### src/rtl/dp_pipe_ctrl.sv
// Issue and flow controller for the multi-precision dot-product pipeline.
// Drives calculate_mode and per-stage enables/valids; global stall on backpressure.
`ifndef HALF_MODE
`define HALF_MODE 1'b1
`endif

module dp_pipe_ctrl #(
  parameter int PIPE_DEPTH = 4,
  parameter int TAG_W      = 4
) (
  input  logic                  clk,
  input  logic                  rst_n,
  input  logic                  in_valid,
  output logic                  in_ready,
  input  logic                  in_mode,
  input  logic                  in_last,
  output logic                  calculate_mode,
  output logic [PIPE_DEPTH-1:0] stage_en,
  output logic [PIPE_DEPTH-1:0] stage_vld,
  output logic [PIPE_DEPTH-1:0] acc_clr,
  output logic                  out_valid,
  input  logic                  out_ready,
  output logic [TAG_W-1:0]      out_tag,
  output logic                  out_last,
  output logic                  busy
);

  typedef enum logic [1:0] {
    IDLE,
    RUN,
    DRAIN
  } state_t;

  typedef struct packed {
    logic             vld;
    logic             first;
    logic             last;
    logic [TAG_W-1:0] tag;
  } slot_t;

  state_t                   st_q;
  state_t                   st_d;
  slot_t [PIPE_DEPTH-1:0]   pipe_q;
  slot_t                    head;
  logic [TAG_W-1:0]         tag_q;
  logic                     grp_q;
  logic                     mode_q;
  logic                     adv;
  logic                     empty;
  logic                     mismatch;
  logic                     rdy;
  logic                     accept;

  always_comb begin
    stage_vld = '0;
    acc_clr   = '0;
    for (int i = 0; i < PIPE_DEPTH; i++) begin
      stage_vld[i] = pipe_q[i].vld;
      acc_clr[i]   = pipe_q[i].vld & pipe_q[i].first;
    end
  end

  assign empty    = ~|stage_vld;
  assign adv      = ~pipe_q[PIPE_DEPTH-1].vld | out_ready;
  assign stage_en = {PIPE_DEPTH{adv}};

  // Only the first op of a group may request a precision change.
  assign mismatch = ~grp_q & in_valid & (in_mode != mode_q);

  always_comb begin
    st_d = st_q;
    rdy  = 1'b0;
    unique case (st_q)
      IDLE: begin
        rdy = 1'b1;
        if (in_valid) st_d = RUN;
      end
      RUN: begin
        rdy = adv & ~mismatch;
        if (mismatch)               st_d = DRAIN;
        else if (empty & ~in_valid) st_d = IDLE;
        else if (empty & ~adv)      st_d = IDLE;
      end
      DRAIN: begin
        if (empty) st_d = IDLE;
      end
      default: st_d = IDLE;
    endcase
  end

  assign in_ready = rdy & rst_n;
  assign accept   = in_valid & in_ready;

  always_comb begin
    head       = '0;
    head.vld   = accept;
    head.first = accept & ~grp_q;
    head.last  = accept & in_last;
    head.tag   = tag_q;
  end

  always_ff @(posedge clk or negedge rst_n) begin
    if (!rst_n) begin
      st_q   <= IDLE;
      pipe_q <= '0;
      tag_q  <= '0;
      grp_q  <= 1'b0;
      mode_q <= ~`HALF_MODE;
    end else begin
      st_q <= st_d;
      if (accept) begin
        tag_q <= tag_q + TAG_W'(1);
        grp_q <= ~in_last;
        if (!grp_q) mode_q <= in_mode;
      end
      if (adv) begin
        pipe_q[0] <= head;
        for (int i = 1; i < PIPE_DEPTH; i++) begin
          pipe_q[i] <= pipe_q[i-1];
        end
      end
    end
  end

  assign calculate_mode = mode_q;
  assign out_valid      = pipe_q[PIPE_DEPTH-1].vld;
  assign out_tag        = pipe_q[PIPE_DEPTH-1].tag;
  assign out_last       = pipe_q[PIPE_DEPTH-1].vld & pipe_q[PIPE_DEPTH-1].last;
  assign busy           = ~empty | (st_q != IDLE);

endmodule

### config.mk
export PLATFORM = sky130hd
export DESIGN_NAME = dp_pipe_ctrl
export DESIGN_NICKNAME = d
export VERILOG_FILES = /design/src/rtl/dp_pipe_ctrl.sv
export SDC_FILE = /design/constraint.sdc
export NUM_CORES = 1
export LEC_CHECK = 0
export BUFFER_PORTS_ARGS = -buffer_cell sky130_fd_sc_hd__buf_2
export CORE_MARGIN = 3
export CORE_UTILIZATION = 52
export DETAILED_ROUTE_END_ITERATION = 8
export MAX_ROUTING_LAYER = met4
export PLACE_DENSITY_LB_ADDON = 0.3
export SLEW_MARGIN = 25
export SYNTH_ARGS = -nofsm -noshare
export SYNTH_HDL_FRONTEND = slang
export SYNTH_SLANG_ARGS = --single-unit
### constraint.sdc
create_clock -name clk -period 3.03 [get_ports clk]
set_input_delay 0.303 -clock clk [delete_from_list [all_inputs] [get_ports clk]]
set_output_delay 0.303 -clock clk [all_outputs]
set_load 0.005 [all_outputs]
==> run metrics <==
Layout Cells excl Fill=218; Worst setup EP type=output port; setup TNS=0 ns; CTS tree=done; PortBufs=26; vias in the first global route=1,069; final worst path period share=71.2%; Final ANT Viol Nets=0; Hold Fails Final Rpt=0; MaxCap Viol Count=0; peak fanout along the critical path=19; synth warn=0; Worst slew margin=70.4%; peak supply drop=0.501 mV; fin util=61.1%; final net count=a little under 200; Arr. time, crit path=between 1.5 and 2 ns; Post-synth EDFFs=0; CTS buffer count=5; vias per std cell=5.07; n_diodes=0; via count=around 1,100; Crit Path Class=reg -> out; fill cell count=255; Sw Pwr=between 0.0005 and 0.0006 W; first-pass GRT wire length=~4.8 mm; Initial Utilization=56.4%; GP Congestion=between 0.8 and 0.9; power density over the cells=roughly 930 mW/mm²; hold buffer count at CTS=0; insertion delay to the later sink of the worst-skew pair=0.33 ns; register bit total from synthesis=36; commonest non-fill, non-tap cell in the layout=nand2_1; die area=0.00380 mm²; setup repair bufs after CTS=0; DRT Pass-1 Iters=4; GRT overflow=0; area of the core=0.00285 mm²; sequential area share after synthesis=56.0%; final count of pins violating max slew=0; RSZ-0062 raised after global routing=false; status=finished, final reports clean; initial antenna violation count=0; Top Ports=27; Multi-input gate area=581 µm²; TritonCTS Sinks=36; num rows=19; most frequent cells in the layout=nand2_1, dfrtp_1, buf_2; Setup Skew=0.00546 ns; Unique masters post-synth=27; root buffer cell=clkbuf_4; Net Sw Frac=roughly a third; Hold Path Class=in -> async; Internal=0.00105 W; CTS H-tree depth=2; Post-synth top flop=dfrtp_1; register area=901 µm²; Area Overhead vs Synth=8.24%; # DRC=0; cts repair resizes=0; chip width=61.6 µm; Clock power frac=between 15 and 20%; Inst Count DP=211; die height=61.6 µm; post-route minimum period=roughly 2.2 ns; combinational share of power=between 30% and 40%; final wirelength=2.70 mm; Cells after Synth=169; Leak Pwr=between 0.9 and 1 nW; Total GRT Usage=roughly 18%; syn nets=176; Tightest Pin Transition=0.444 ns; asr flop ratio synth=100%; Sequential Power Share=about half; WP data required=about 2.7 ns; Final setup violation count=0; crit path launch type=register; Mean Syn Cell Area=9.52 µm²; fmax=~0.46 GHz; Post-Syn Area=around 0.0016 mm²; HPWL Detailed=between 1.5 and 2 mm; DR iter-0 viols=71; Max Root-Sink Buffers=2; Reg clk slew, reported paths=0.10 ns; fraction of layout instances using a drive strength above 1=23.5%; wire length per cell=12.4 µm; largest net degree at the start of global routing=38
## metrics by stage
stage,instance area [µm²],power [W],hold slack (ns),setup slack [ns]
CTS,1740,0.00163,0.0467,0.848
finish,1740,0.00161,0.0414,0.874
floorplan,1610,0.00124,0.00741,1.45
global placement,1680,0.00132,0.415,1.29
global route,1740,0.00176,0.0601,0.707
detailed placement,1680,0.00135,0.422,1.24
## state kept, by name (all words and copies together) (netlist names)
| register | flops |
|---|---|
| out_valid | 1 |
| grp_q | 1 |
| out_tag | 4 |
| tag_q | 4 |
| pipe_q | 20 |
| stage_vld | 3 |
| calculate_mode | 1 |
| st_q | 2 |
## worst max-delay path, stage by stage (launching register included)
cell	delay, ns
dfrtp_1	0.43
nor2b_4	0.43
buf_4	0.29
nand2_1	0.07
and3_1	0.18
buf_2	0.12
## synthesized netlist by cell type, types with 2 or more instances
library cell	n	area, µm²
nand2_1	80	300
a21oi_1	2	10.0
nor2b_1	2	12.5
clkbuf_1	2	7.51
o21ai_0	3	15.0
and2_1	5	31.3
buf_2	3	15.0
nand2b_1	2	12.5
and3_1	2	12.5
dfrtp_1	36	901
xnor2_1	3	26.3
buf_4	12	90.1
nand3_1	2	10.0
mux2_4	2	30.0
## layer usage
layer | part of all wire, % | vias to the layer above | wire length [µm] | global-route usage [%]
met1 | 46 | 521 | 1240 | 22.0
met4 | 1.4 | 0 | 37 | 6.36
met5 | 0 | - | 0 | -
met2 | 47 | 28 | 1280 | 28.1
li1 | - | 551 | - | -
met3 | 5.0 | 6 | 136 | 5.03
## power by group through the flow
stage	sequential [W]	combinational (W)	clock, W
floorplan	0.000803	0.000437	0
global placement	0.000825	0.000498	0
detailed placement	0.000838	0.000513	0
CTS	0.000827	0.000514	0.000289
global route	0.000857	0.000595	0.000309
finish	0.000827	0.000506	0.000280
## cells by family (layout without fill, tap and decap cells)
kind of cell | after synthesis | count (layout) | share of synthesized area [%]
buf+inv | 19 | 37 | 7.93
mux | 2 | 2 | 1.87
fa+ha+maj | 1 | 1 | 0.777
flops | 36 | 36 | 56.0
compound gates | 9 | 9 | 4.67
simple gates | 98 | 98 | 26.6
xor+xnor | 4 | 4 | 2.18
## cell type report
type	instances	share of cell area, %
timing repair buffer	29	8.76
multi-input combinational	114	33.3
clock buffer	7	3.74
sequential	36	51.7
tap	31	2.23
inverter	1	0.216
## worst paths after layout
| check | startpoint | end | slack (ns) | cells past startpoint |
|---|---|---|---|---|
| max in group asynchronous | rst_n | pipe_q[0] | 2.67 | 2 |
| worst max register to register | out_valid | tag_q[1] | 1.23 | 5 |
| min in group clk | in_last | grp_q | 0.16 | 2 |
| worst min-delay path | rst_n | pipe_q[26] | 0.04 | 2 |
| worst min register to register | pipe_q[26] | pipe_q[26] | 0.47 | 2 |
| worst max-delay path | out_valid | in_ready | 0.87 | 5 |
Power figures use the tool's default switching activity.
